**src/rtl/seg7_pkg.sv**
```systemverilog
// Shared constants and types for the 4-digit 7-segment scan driver.
package seg7_pkg;

  localparam int unsigned NUM_DIGITS          = 4;
  localparam int unsigned DIGIT_W             = 4;
  localparam int unsigned SEL_W               = 2;
  localparam int unsigned DEFAULT_REFRESH_DIV = 100000;

  typedef logic [SEL_W-1:0]              digit_idx_t;
  typedef logic [NUM_DIGITS*DIGIT_W-1:0] disp_word_t;

endpackage

```
**src/rtl/seg7_scan_driver_if.sv**
```systemverilog
// Load and digit-output signals of the scan driver; master drives loads, slave is the driver.
interface seg7_scan_driver_if;
  import seg7_pkg::*;

  disp_word_t                VALUE_IN;
  logic [NUM_DIGITS-1:0]     DOTS_IN;
  logic                      LOAD_IN;
  digit_idx_t                SEG_SELECT_OUT;
  logic [DIGIT_W-1:0]        BIN_OUT;
  logic                      DOT_OUT;
  logic                      BLANK_OUT;
  logic                      FRAME_OUT;

  modport master (
    output VALUE_IN, DOTS_IN, LOAD_IN,
    input  SEG_SELECT_OUT, BIN_OUT, DOT_OUT, BLANK_OUT, FRAME_OUT
  );

  modport slave (
    input  VALUE_IN, DOTS_IN, LOAD_IN,
    output SEG_SELECT_OUT, BIN_OUT, DOT_OUT, BLANK_OUT, FRAME_OUT
  );

endinterface

```
**src/rtl/seg7_prescaler.sv**
```systemverilog
// Free-running 0..Div-1 counter; tick_o is high while the counter sits at Div-1.
module seg7_prescaler #(
  parameter int unsigned Div  = 100000,
  parameter int unsigned CntW = $clog2(Div)
) (
  input  logic clk_i,
  input  logic rst_ni,
  output logic tick_o
);

  logic [CntW-1:0] cnt_q, cnt_d;

  assign tick_o = (cnt_q == CntW'(Div - 1));

  always_comb begin
    cnt_d = tick_o ? '0 : cnt_q + 1'b1;
  end

  always_ff @(posedge clk_i or negedge rst_ni) begin
    if (!rst_ni) begin
      cnt_q <= '0;
    end else begin
      cnt_q <= cnt_d;
    end
  end

endmodule

```
**src/rtl/seg7_scan_driver.sv**
```systemverilog
// Double-buffered 4-digit scan driver; optional leading-zero blanking via
// SEG7_LEADING_ZERO_BLANK_EN (undefined: BLANK_OUT tied low).
module seg7_scan_driver
  import seg7_pkg::*;
#(
  parameter int unsigned REFRESH_DIV = DEFAULT_REFRESH_DIV
) (
  input  logic                CLK,
  input  logic                RESETN,
  seg7_scan_driver_if.slave   bus_io
);

  localparam int unsigned CNT_W = $clog2(REFRESH_DIV);

  logic                  tick;
  logic                  wrap;
  digit_idx_t            idx_q, idx_d;
  disp_word_t            disp_val_q, disp_val_d;
  logic [NUM_DIGITS-1:0] disp_dots_q, disp_dots_d;
  disp_word_t            pend_val_q, pend_val_d;
  logic [NUM_DIGITS-1:0] pend_dots_q, pend_dots_d;
  logic                  pend_q, pend_d;
  logic                  frame_q, frame_d;

  seg7_prescaler #(
    .Div  (REFRESH_DIV),
    .CntW (CNT_W)
  ) u_prescaler (
    .clk_i  (CLK),
    .rst_ni (RESETN),
    .tick_o (tick)
  );

  assign wrap = tick && (idx_q == digit_idx_t'(NUM_DIGITS - 1));

  always_comb begin
    idx_d       = idx_q;
    disp_val_d  = disp_val_q;
    disp_dots_d = disp_dots_q;
    pend_val_d  = pend_val_q;
    pend_dots_d = pend_dots_q;
    pend_d      = pend_q;
    frame_d     = wrap;
    if (tick) begin
      idx_d = idx_q + 1'b1;
    end
    if (wrap) begin
      // A load landing on the commit tick bypasses pending and wins.
      if (bus_io.LOAD_IN) begin
        disp_val_d  = bus_io.VALUE_IN;
        disp_dots_d = bus_io.DOTS_IN;
      end else if (pend_q) begin
        disp_val_d  = pend_val_q;
        disp_dots_d = pend_dots_q;
      end
      pend_d = 1'b0;
    end else if (bus_io.LOAD_IN) begin
      pend_val_d  = bus_io.VALUE_IN;
      pend_dots_d = bus_io.DOTS_IN;
      pend_d      = 1'b1;
    end
  end

  always_ff @(posedge CLK or negedge RESETN) begin
    if (!RESETN) begin
      idx_q       <= '0;
      disp_val_q  <= '0;
      disp_dots_q <= '0;
      pend_val_q  <= '0;
      pend_dots_q <= '0;
      pend_q      <= 1'b0;
      frame_q     <= 1'b0;
    end else begin
      idx_q       <= idx_d;
      disp_val_q  <= disp_val_d;
      disp_dots_q <= disp_dots_d;
      pend_val_q  <= pend_val_d;
      pend_dots_q <= pend_dots_d;
      pend_q      <= pend_d;
      frame_q     <= frame_d;
    end
  end

  assign bus_io.SEG_SELECT_OUT = idx_q;
  assign bus_io.BIN_OUT        = disp_val_q[{idx_q, 2'b00} +: DIGIT_W];
  assign bus_io.DOT_OUT        = disp_dots_q[idx_q];
  assign bus_io.FRAME_OUT      = frame_q;

`ifdef SEG7_LEADING_ZERO_BLANK_EN
  logic [NUM_DIGITS-1:0] blank_vec;
  logic                  zero_above;

  // Walk from the leftmost digit down; digit 0 is never blanked.
  always_comb begin
    blank_vec  = '0;
    zero_above = 1'b1;
    for (int n = NUM_DIGITS - 1; n >= 1; n--) begin
      zero_above   = zero_above & (disp_val_q[n*DIGIT_W +: DIGIT_W] == '0);
      blank_vec[n] = zero_above & ~disp_dots_q[n];
    end
  end

  assign bus_io.BLANK_OUT = blank_vec[idx_q];
`else
  assign bus_io.BLANK_OUT = 1'b0;
`endif

endmodule

```
**src/flat_wrapper.sv**
```systemverilog
// flat-port wrapper written by rule: the top's interface ports become plain ports
module seg7_scan_driver_flat import seg7_pkg::*;
#(
  parameter int unsigned REFRESH_DIV = DEFAULT_REFRESH_DIV
)
  (CLK, RESETN, bus_io_VALUE_IN, bus_io_DOTS_IN, bus_io_LOAD_IN, bus_io_SEG_SELECT_OUT, bus_io_BIN_OUT, bus_io_DOT_OUT, bus_io_BLANK_OUT, bus_io_FRAME_OUT);
  seg7_scan_driver_if bus_io_i ();
  input  logic CLK;
  input  logic RESETN;
  input wire logic [$bits(bus_io_i.VALUE_IN)-1:0] bus_io_VALUE_IN;
  input wire logic [$bits(bus_io_i.DOTS_IN)-1:0] bus_io_DOTS_IN;
  input wire logic [$bits(bus_io_i.LOAD_IN)-1:0] bus_io_LOAD_IN;
  output wire logic [$bits(bus_io_i.SEG_SELECT_OUT)-1:0] bus_io_SEG_SELECT_OUT;
  output wire logic [$bits(bus_io_i.BIN_OUT)-1:0] bus_io_BIN_OUT;
  output wire logic [$bits(bus_io_i.DOT_OUT)-1:0] bus_io_DOT_OUT;
  output wire logic [$bits(bus_io_i.BLANK_OUT)-1:0] bus_io_BLANK_OUT;
  output wire logic [$bits(bus_io_i.FRAME_OUT)-1:0] bus_io_FRAME_OUT;
  assign bus_io_i.VALUE_IN = bus_io_VALUE_IN;
  assign bus_io_i.DOTS_IN = bus_io_DOTS_IN;
  assign bus_io_i.LOAD_IN = bus_io_LOAD_IN;
  assign bus_io_SEG_SELECT_OUT = bus_io_i.SEG_SELECT_OUT;
  assign bus_io_BIN_OUT = bus_io_i.BIN_OUT;
  assign bus_io_DOT_OUT = bus_io_i.DOT_OUT;
  assign bus_io_BLANK_OUT = bus_io_i.BLANK_OUT;
  assign bus_io_FRAME_OUT = bus_io_i.FRAME_OUT;
  seg7_scan_driver #(.REFRESH_DIV(REFRESH_DIV)) u_core (.CLK(CLK), .RESETN(RESETN), .bus_io(bus_io_i));
endmodule
```
**config.mk**
```make
export PLATFORM = sky130hd
export DESIGN_NAME = seg7_scan_driver_flat
export DESIGN_NICKNAME = d
export VERILOG_FILES = /design/src/rtl/seg7_pkg.sv /design/src/rtl/seg7_scan_driver_if.sv /design/src/rtl/seg7_prescaler.sv /design/src/rtl/seg7_scan_driver.sv /design/src/flat_wrapper.sv
export SDC_FILE = /design/constraint.sdc
export NUM_CORES = 1
export LEC_CHECK = 0
export ABC_AREA = 0
export BUFFER_PORTS_ARGS = -buffer_cell sky130_fd_sc_hd__buf_2
export CORE_MARGIN = 8
export CORE_UTILIZATION = 50
export CTS_CLUSTER_DIAMETER = 200
export DETAILED_ROUTE_END_ITERATION = 12
export GPL_ROUTABILITY_DRIVEN = 0
export MAX_ROUTING_LAYER = met4
export PLACE_DENSITY = 0.69
export SKIP_LAST_GASP = 1
export SYNTH_ARGS = -nofsm -noshare
export SYNTH_HDL_FRONTEND = slang
export SYNTH_SLANG_ARGS = --single-unit
```
**constraint.sdc**
```tcl
create_clock -name CLK -period 2.65 [get_ports CLK]
set_input_delay 0.1325 -clock CLK [delete_from_list [all_inputs] [get_ports CLK]]
set_output_delay 0.1325 -clock CLK [all_outputs]
set_load 0.005 [all_outputs]
```
==> reports/results.tsv <==
stage	metric	value	unit
detailed_routing	post-route ant nets	0	
sta	Fin. Hold Viols	0	
detailed_routing	DRC	0	
cts	Clock Pin Slew Worst Setup and Hold Paths	80	ps
logic_synthesis	xor and xnor area share after synthesis	4.011	%
logic_synthesis	Ys Warns	0	
cts	Clock Tree Root	clkbuf_8	
global_routing	All-Layer GR Usage	17.22	%
hold_path	Hold Crit Class	in -> reg	
logic_synthesis	largest family of logic cells by synthesized area	simple AND/OR/NAND/NOR gates	
logic_synthesis	Post-Syn Area	3057	sq um
flow_run	max-capacitance violation count	0	
global_routing	vias in the first global route	2308	
global_routing	pin count of the biggest net entering global routing	62	
sta	Final Max Slew Viols	0	
sta	relative slew slack	49.02	%
logic_synthesis	Synth cell types	39	
outcome	status	finished, final reports clean	
sta	worst-margin pin slew	764.7	ps
layout	fin util	60.38	%
logic_synthesis	post-synthesis async set-or-reset flop share	100.0	%
detailed_routing	Vias	2310	
power_and_ir_drop	PD cells	637.0	nW/um^2
cts	Skew-Pair Late Insertion Delay	350	ps
sta	minimum clock period	2083	ps
sta	Fmax achieved	480.0	MHz
logic_synthesis	Seq cells post-synth	61	
logic_synthesis	Post-Syn Nets	297	
floorplan	row cnt	28	
layout	layout cell share with drive strength beyond 1	30.87	%
power_and_ir_drop	VDD IR max	0.3240	mV
logic_synthesis	Synth Area in Compound Gates	13.39	%
sta	Setup Total Neg Slack	0	ps
logic_synthesis	largest area contributor in the netlist	dfrtp_1	
logic_synthesis	sequential share of the synthesized area	49.94	%
logic_synthesis	Post-Synth Simple-Gate Area	14.65	%
floorplan	DIE HEIGHT	94.19	um
critical_path	critical path launch point type	register	
critical_path	critical path peak fanout	12	
logic_synthesis	Yosys top cell area share	49.94	%
power_and_ir_drop	Lkg Pwr	1.565	nW
layout	n_diodes	0	
detailed_routing	WL met3	390	um
logic_synthesis	Synth Flop Type	dfrtp_1	
cts	CTS tree	yes	
sta	final period utilization	78.61	%
global_routing	first-pass GRT wire length	11670	um
place	HPWL Detailed	4542	um
sta	RSZ-0062 raised after global routing	false	
detailed_routing	metal2 WL	3380	um
cts	htree depth	3	
place	# port buffers	30	
critical_path	Data required, critical path	2850	ps
global_routing	gr ovfl total	0	
floorplan	Die Width	94.19	um
floorplan	Core ar.	5921	sq um
layout	synthesis-to-layout area growth	16.95	%
cts	clk buf depth	2	
detailed_routing	1st-iter DRT viols	168	
logic_synthesis	syn avg cell area	11.24	sq um
critical_path	Arrival @ worst endpoint	2280	ps
global_routing	antenna violations before repair	0	
logic_synthesis	Post-synth EDFFs	0	
critical_path	endpoint class of the critical path	register	
logic_synthesis	cell count after synthesis	272	
cts	cts bufs inserted	9	
detailed_routing	Vias/cell	5.984	
detailed_routing	final WL	7032	um
logic_synthesis	ranking of synthesized cells by area	dfrtp_1 (50%), mux2_2 (7.7%), mux4_2 (3.7%), a21oi_1 (3.4%), or4_1 (2.9%)	
floorplan	initial core utilization	51.63	%
floorplan	DIE AREA	8871	sq um
detailed_routing	Metal-1 WL	3142	um
sta	setup violators final	0	
logic_synthesis	post-synthesis adder-cell area fraction	0.8187	%
detailed_routing	drt pass-1 iters	4	
detailed_routing	wire length per cell	18.22	um
floorplan	IO Pins	32	
layout	Nets	331	
detailed_routing	highest routed metal layer	met4	
logic_synthesis	post-synthesis mux area share	11.42	%
sta	Clock Skew	10.28	ps
cts	Clock Sinks	61	
cts	post-cts gate resize count	0	
critical_path	WS Path Type	reg -> reg	
## worst max-delay path, stage by stage (launching register included)
cell      delay [ps]
dfrtp_1          480
or4_4            660
or4_1            560
o22ai_1          140
a221oi_1         100
## timing repair
item / 4_1_cts / 5_1_grt
hold buffers: 1 / 0
hold endpoints to repair: 61 / 0
setup buffers: 0 / 0
## synth_stat cells, types with 3 or more instances
cell / number
nor3b_1: 9
o22a_1: 8
o21ai_0: 3
buf_2: 3
mux4_2: 5
a221oi_2: 3
dfrtp_1: 61
and3_1: 5
a221oi_1: 8
mux2_2: 21
nand4_1: 7
xnor2_1: 5
nand2_1: 8
o22ai_2: 3
nand3_1: 6
clkbuf_1: 11
nor2_1: 10
or4_1: 12
o22ai_1: 8
a21oi_1: 21
xor2_1: 9
inv_1: 22
## routing by layer
layer	vias to the layer above	GRT usage [%]
met2	63	25.96
met3	10	3.997
met5	-	-
met1	1160	21.39
li1	1077	-
met4	0	8.058
## final cells by class
type | instances | area (sq um)
Clock inverter | 7 | 137.6
Multi-Input combinational cell | 170 | 1368
Sequential cell | 61 | 1526
Tap cell | 75 | 93.84
Fill cell | 488 | 2346
Timing Repair Buffer | 42 | 242.7
Clock buffer | 9 | 123.9
Inverter | 22 | 82.58
## sequential cells by signal (all words and copies together) (netlist names)
name and flops:
u_core.bus_io.FRAME_OUT 1, u_core.pend_dots_q 4, u_core.pend_val_q 16, u_core.u_prescaler.cnt_q 17
u_core.disp_dots_q 4, u_core.disp_val_q 16, u_core.pend_q 1, u_core.bus_io.SEG_SELECT_OUT 2
## report_power, final
group | switching, mW | total (mW) | internal (mW)
clock | 0.382 | 1.10 | 0.716
sequential | 0.0349 | 1.02 | 0.985
combinational | 0.0754 | 0.158 | 0.0830
total | 0.493 | 2.28 | 1.78
## through the flow
stage	instance area (sq um)	hold slack [ps]	setup slack, ps	cells	total power, mW
4_1_cts	3575	18.99	554.9	386	2.293
2_1_floorplan	3057	-163.1	709.6	272	1.122
5_1_grt	3575	28.11	465.8	386	2.356
6_report	3575	29.09	566.8	386	2.277
3_5_place_dp	3303	338.4	613.9	369	1.195
3_3_place_gp	3303	339.5	632.5	369	1.186
## path summary, 6_finish.rpt
| path | from | end | slack (ps) | cells after the start |
|---|---|---|---|---|
| min in group asynchronous | RESETN | u_core.pend_val_q[1] | 470 | 3 |
| setup reg to reg | u_core.u_prescaler.cnt_q[5] | u_core.disp_val_q[13] | 570 | 4 |
| hold / removal | bus_io_VALUE_IN[4] | u_core.pend_val_q[4] | 30 | 2 |
| setup / recovery | u_core.u_prescaler.cnt_q[5] | u_core.disp_val_q[13] | 570 | 4 |
| hold reg to reg | u_core.u_prescaler.cnt_q[0] | u_core.u_prescaler.cnt_q[0] | 480 | 1 |
| max in group asynchronous | RESETN | u_core.pend_val_q[9] | 1660 | 3 |
## placed cells by master, fill, tap and decap left out, types with 10 or more instances in the layout
master,instances
a21oi_1,21
buf_2,30
buf_4,11
dfrtp_1,61
inv_1,22
mux2_2,21
nor2_1,10
or4_1,12
## cells by family after synthesis
logic type / after synthesis
simple gates: 71
flops: 61
compound gates: 56
buf+inv: 41
mux: 26
xor+xnor: 14
fa+ha+maj: 2
other cells: 1
Note: power is estimated with default switching activity, not from simulation.
